===== src/rtl/ex_mem_reg.sv =====
// rtl/ex_mem_reg.sv - EX/MEM pipeline register with store-data forwarding and halt sequencing
module ex_mem_reg (
  input  logic        clk,
  input  logic        rst,
  input  logic [15:0] aluResult,
  input  logic [15:0] writeData,
  input  logic [2:0]  storeSrcReg,
  input  logic        MemWrite,
  input  logic        MemRead,
  input  logic        RegWrite,
  input  logic        MemToReg,
  input  logic [2:0]  writeReg,
  input  logic        halt,
  input  logic        valid,
  input  logic        stall,
  input  logic        flush,
  input  logic [15:0] memDataMemWb,
  output logic [15:0] memAddr,
  output logic [15:0] writeDataOut,
  output logic        MemWriteOut,
  output logic        MemReadOut,
  output logic        RegWriteOut,
  output logic        MemToRegOut,
  output logic [2:0]  writeRegOut,
  output logic        haltOut,
  output logic        validOut,
  output logic        forwardC,
  output logic        halted
);

  typedef enum logic [1:0] {RUN, HALT_SEEN, DONE} state_e;

  state_e      state_q, state_d;
  logic [15:0] addr_q, addr_d, wdata_q, wdata_d;
  logic        mw_q, mw_d, mr_q, mr_d, rw_q, rw_d, m2r_q, m2r_d;
  logic [2:0]  wreg_q, wreg_d;
  logic        halt_q, halt_d, valid_q, valid_d, fwd_q, fwd_d, halted_q, halted_d;

  always_comb begin
    state_d  = state_q;
    addr_d   = addr_q;
    wdata_d  = wdata_q;
    mw_d     = mw_q;
    mr_d     = mr_q;
    rw_d     = rw_q;
    m2r_d    = m2r_q;
    wreg_d   = wreg_q;
    halt_d   = halt_q;
    valid_d  = valid_q;
    fwd_d    = fwd_q;
    halted_d = halted_q;
    case (state_q)
      HALT_SEEN: begin
        state_d  = DONE;
        mw_d     = 1'b0;
        mr_d     = 1'b0;
        rw_d     = 1'b0;
        m2r_d    = 1'b0;
        halt_d   = 1'b0;
        valid_d  = 1'b0;
        fwd_d    = 1'b0;
        halted_d = 1'b1;
      end
      RUN: begin
        if (flush) begin
          mw_d    = 1'b0;
          mr_d    = 1'b0;
          rw_d    = 1'b0;
          m2r_d   = 1'b0;
          halt_d  = 1'b0;
          valid_d = 1'b0;
          fwd_d   = 1'b0;
        end else if (stall) begin
          // Grab the load result now; MEM/WB will have moved on when the stall lifts.
          if (fwd_q) begin
            wdata_d = memDataMemWb;
            fwd_d   = 1'b0;
          end
        end else begin
          addr_d  = aluResult;
          wdata_d = writeData;
          mw_d    = MemWrite & valid;
          mr_d    = MemRead & valid;
          rw_d    = RegWrite & valid;
          m2r_d   = MemToReg & valid;
          wreg_d  = writeReg;
          halt_d  = halt & valid;
          valid_d = valid;
          fwd_d   = MemWrite & valid & rw_q & m2r_q & valid_q & (storeSrcReg == wreg_q);
          if (halt & valid) state_d = HALT_SEEN;
        end
      end
      default: ;
    endcase
  end

  always_ff @(posedge clk or negedge rst) begin
    if (!rst) begin
      state_q  <= RUN;
      addr_q   <= '0;
      wdata_q  <= '0;
      mw_q     <= 1'b0;
      mr_q     <= 1'b0;
      rw_q     <= 1'b0;
      m2r_q    <= 1'b0;
      wreg_q   <= '0;
      halt_q   <= 1'b0;
      valid_q  <= 1'b0;
      fwd_q    <= 1'b0;
      halted_q <= 1'b0;
    end else begin
      state_q  <= state_d;
      addr_q   <= addr_d;
      wdata_q  <= wdata_d;
      mw_q     <= mw_d;
      mr_q     <= mr_d;
      rw_q     <= rw_d;
      m2r_q    <= m2r_d;
      wreg_q   <= wreg_d;
      halt_q   <= halt_d;
      valid_q  <= valid_d;
      fwd_q    <= fwd_d;
      halted_q <= halted_d;
    end
  end

  assign memAddr      = addr_q;
  assign writeDataOut = wdata_q;
  assign MemWriteOut  = mw_q;
  assign MemReadOut   = mr_q;
  assign RegWriteOut  = rw_q;
  assign MemToRegOut  = m2r_q;
  assign writeRegOut  = wreg_q;
  assign haltOut      = halt_q;
  assign validOut     = valid_q;
  assign forwardC     = fwd_q;
  assign halted       = halted_q;

endmodule


===== config.mk =====
export PLATFORM = sky130hd
export DESIGN_NAME = ex_mem_reg
export DESIGN_NICKNAME = d
export VERILOG_FILES = /design/src/rtl/ex_mem_reg.sv
export SDC_FILE = /design/constraint.sdc
export NUM_CORES = 1
export LEC_CHECK = 0
export CAP_MARGIN = 15
export CORE_UTILIZATION = 53
export CTS_CLUSTER_SIZE = 30
export DETAILED_ROUTE_END_ITERATION = 8
export DONT_BUFFER_PORTS = 1
export PLACE_DENSITY = 0.68
export SLEW_MARGIN = 25
export SYNTH_ARGS = -nofsm -noshare
export SYNTH_HDL_FRONTEND = slang
export SYNTH_SLANG_ARGS = --single-unit
export TNS_END_PERCENT = 30

===== constraint.sdc =====
create_clock -name clk -period 2 [get_ports clk]
set_input_delay 0.3 -clock clk [delete_from_list [all_inputs] [get_ports clk]]
set_output_delay 0.3 -clock clk [all_outputs]
set_load 0.05 [all_outputs]

==> results.md <==
- Worst-path maximum fanout: 16
- Top post-synthesis cells by area: dfrtp_1, mux2_2, a22o_1
- CTS H-tree depth: 2
- Most numerous cell in the Yosys netlist: mux2_2
- Port-buffer cells: 0
- Vias per inst: 6.02
- Number of inserted diodes: 0
- Total wire length: 3.35 mm
- Critical path arrival: 1.93 ns
- Synth Flop Type: dfrtp_1
- Crit path from: state_q[0]
- Startpoint types: flip-flop
- CTS tree: built
- Worst hold slack: 0.0613 ns
- Clock sink total: 45
- Power Dens Cells: 1990 nW/µm²
- Placed Instances: 167
- Register area share after synthesis: 0.583
- Leakage: 0.890 nW
- Slew Limit Fails: 0
- Site Rows: 21
- Slew margin rel.: 0.648
- Final min period: 1.69 ns
- Synth unique cells: 18
- Power, Total: 4.06 mW
- Post-synth EDFFs: 0
- Final Skew: 0.0139 ns
- Area grow syn2layout: 5.70%
- Final Instance Count excl. Fillers: 177
- Final period util: 0.844
- First-pass GRT wire length: 5.35 mm
- Worst R2R Start: state_q[0]
- Top-Level Pins: 107
- GRT Residual Overflow: 0
- HP Start: halt
- Post-CTS sizing: 0
- VDD IR max: 0.00120 V
- DRC: 0
- Yosys top cell area share: 0.583
- Endpoints failing hold: 0
- Async S/R FF share, synth: 1.00
- Final setup vio count: 0
- Synth top cells by count: mux2_2, dfrtp_1, a22o_1
- RSZ-0062 raised after global routing: false
- Placer Congestion: 0.660
- Final HPWL DP: 2.52 mm
- Yosys top cell by area: dfrtp_1
- Worst-Margin Slew: 0.528 ns
- Post-Syn Area: 1930 µm²
- Die Y: 62.4 µm
- Initial antenna violation count: 0
- Total GRT Usage: 0.185
- Root buf cell: clkbuf_4
- Initial Util: 0.566
- Post-DP Area: 1960 µm²
- Max_cap viols: 0
- Die area: 3890 µm²
- Core area: 3420 µm²
- Maximum clock path buffer count: 2
- FMAX: 593 MHz
- CTS clk-pin slew, worst paths: 0.13 ns
- Synthesized area per cell: 15.5 µm²
- Initial DRC Count: 28
- Final setup TNS: 0 ns
- FF+latch count, synth: 45
- Via count: 1066
- Cts bufs inserted: 5
- Clk_lat worst skew: 0.36 ns
- Syn nets: 189
- DRT Pass-1 Iters: 4
- Worst min path class: primary input to flip-flop
- Ratio of cells with drive above 1 in the final layout: 0.496
- Pin count of the biggest net entering global routing: 46
- Fin nets: 194
- Design Area, Final: 2040 µm²
- Critical path endpoint category: flip-flop
- Vias in the first global route: 1136
- Crit path kind: flip-flop to flip-flop
- Die width: 62.4 µm
- Status: finished clean
- Yosys warns: 0
- Detail Route Antenna Nets: 0
- CP required: 2.24 ns
- Drt wl/cell: 18.9 µm
- Post-Syn Instances: 125
logic make-up after synthesis:
family / share of synthesized area
AO/OA/AOI/OAI: 0.0427
multiplexers: 0.297
flip-flops: 0.583
buffers and inverters: 0.0265
XOR/XNOR: 0.0136
AND/OR/NAND/NOR: 0.0369
per-stage QoR:
stage / utilization / setup WS, ns
after floorplan: - / 0.446
after global placement: 0.573 / 0.409
after detailed placement: 0.573 / 0.331
after CTS: 0.598 / 0.294
after global routing: 0.598 / 0.217
final: 0.598 / 0.313
report_power, final:
part / total, mW / leakage [nW] / internal [mW] / switching (mW)
clock network: 0.408 / 0.0310 / 0.133 / 0.276
registers: 3.07 / 0.541 / 1.30 / 1.77
logic: 0.582 / 0.318 / 0.392 / 0.190
total: 4.06 / 0.890 / 1.82 / 2.23
worst paths after layout:
kind                       depth (start not counted)               to  slack, ns
max                                                3      memAddr[14]       0.31
min                                                1       state_q[0]       0.06
max reg2reg                                        3      memAddr[14]       0.31
min reg2reg                                        1           halted       0.65
max in group asynchronous                          2  writeDataOut[3]       1.40
min in group asynchronous                          2      memAddr[11]       0.39
critical path, stage by stage (launching register included):
cell     delay (ns)
dfrtp_1        0.47
nor4_4         0.42
buf_4          0.31
mux2_2         0.36
cell type report:
| class | instances | area, µm² |
|---|---|---|
| Clock inverter | 3 | 17.5 |
| Multi-Input combinational cell | 73 | 754 |
| Timing Repair Buffer | 4 | 45.0 |
| Inverter | 1 | 3.75 |
| Clock buffer | 5 | 37.5 |
| Fill cell | 275 | 1370 |
| Sequential cell | 45 | 1130 |
| Tap cell | 46 | 57.6 |
what timing repair did:
item	CTS	global route
setup buffers	0	0
hold buffers	2	0
endpoints found under the hold margin	45	0
endpoints found under the setup margin	0	0
registers in the layout, summed over array words and instances, names as in the netlist:
signal	count
MemReadOut	1
MemToRegOut	1
MemWriteOut	1
RegWriteOut	1
forwardC	1
haltOut	1
halted	1
memAddr	16
state_q	2
validOut	1
writeDataOut	16
writeRegOut	3
metal layers:
metal	vias to the layer above	wire, µm	share of wire	global-route usage
li1	461	-	-	-
met1	527	1150	0.34	0.187
met2	72	1770	0.53	0.332
met3	6	368	0.11	0.0766
met4	0	56	0.017	0.0785
met5	-	0	0	0
cells in the final DEF, fill, tap and decap left out, drive strengths merged:
cell type    netlist  routed
mux2              51      51
dfrtp             45      45
a22o               6       6
clkbuf             0       5
a21o               4       4
xor2               3       3
buf                6       3
clkinv             0       2
nor4               2       2
nand3              2       2
and2               1       1
nor2               1       1
and3               1       1
inv                1       1
nand2b             1       1
or2                1       1
clkinvlp           0       1
dlygate4sd3        0       1
Note: power is estimated with default switching activity, not from simulation.
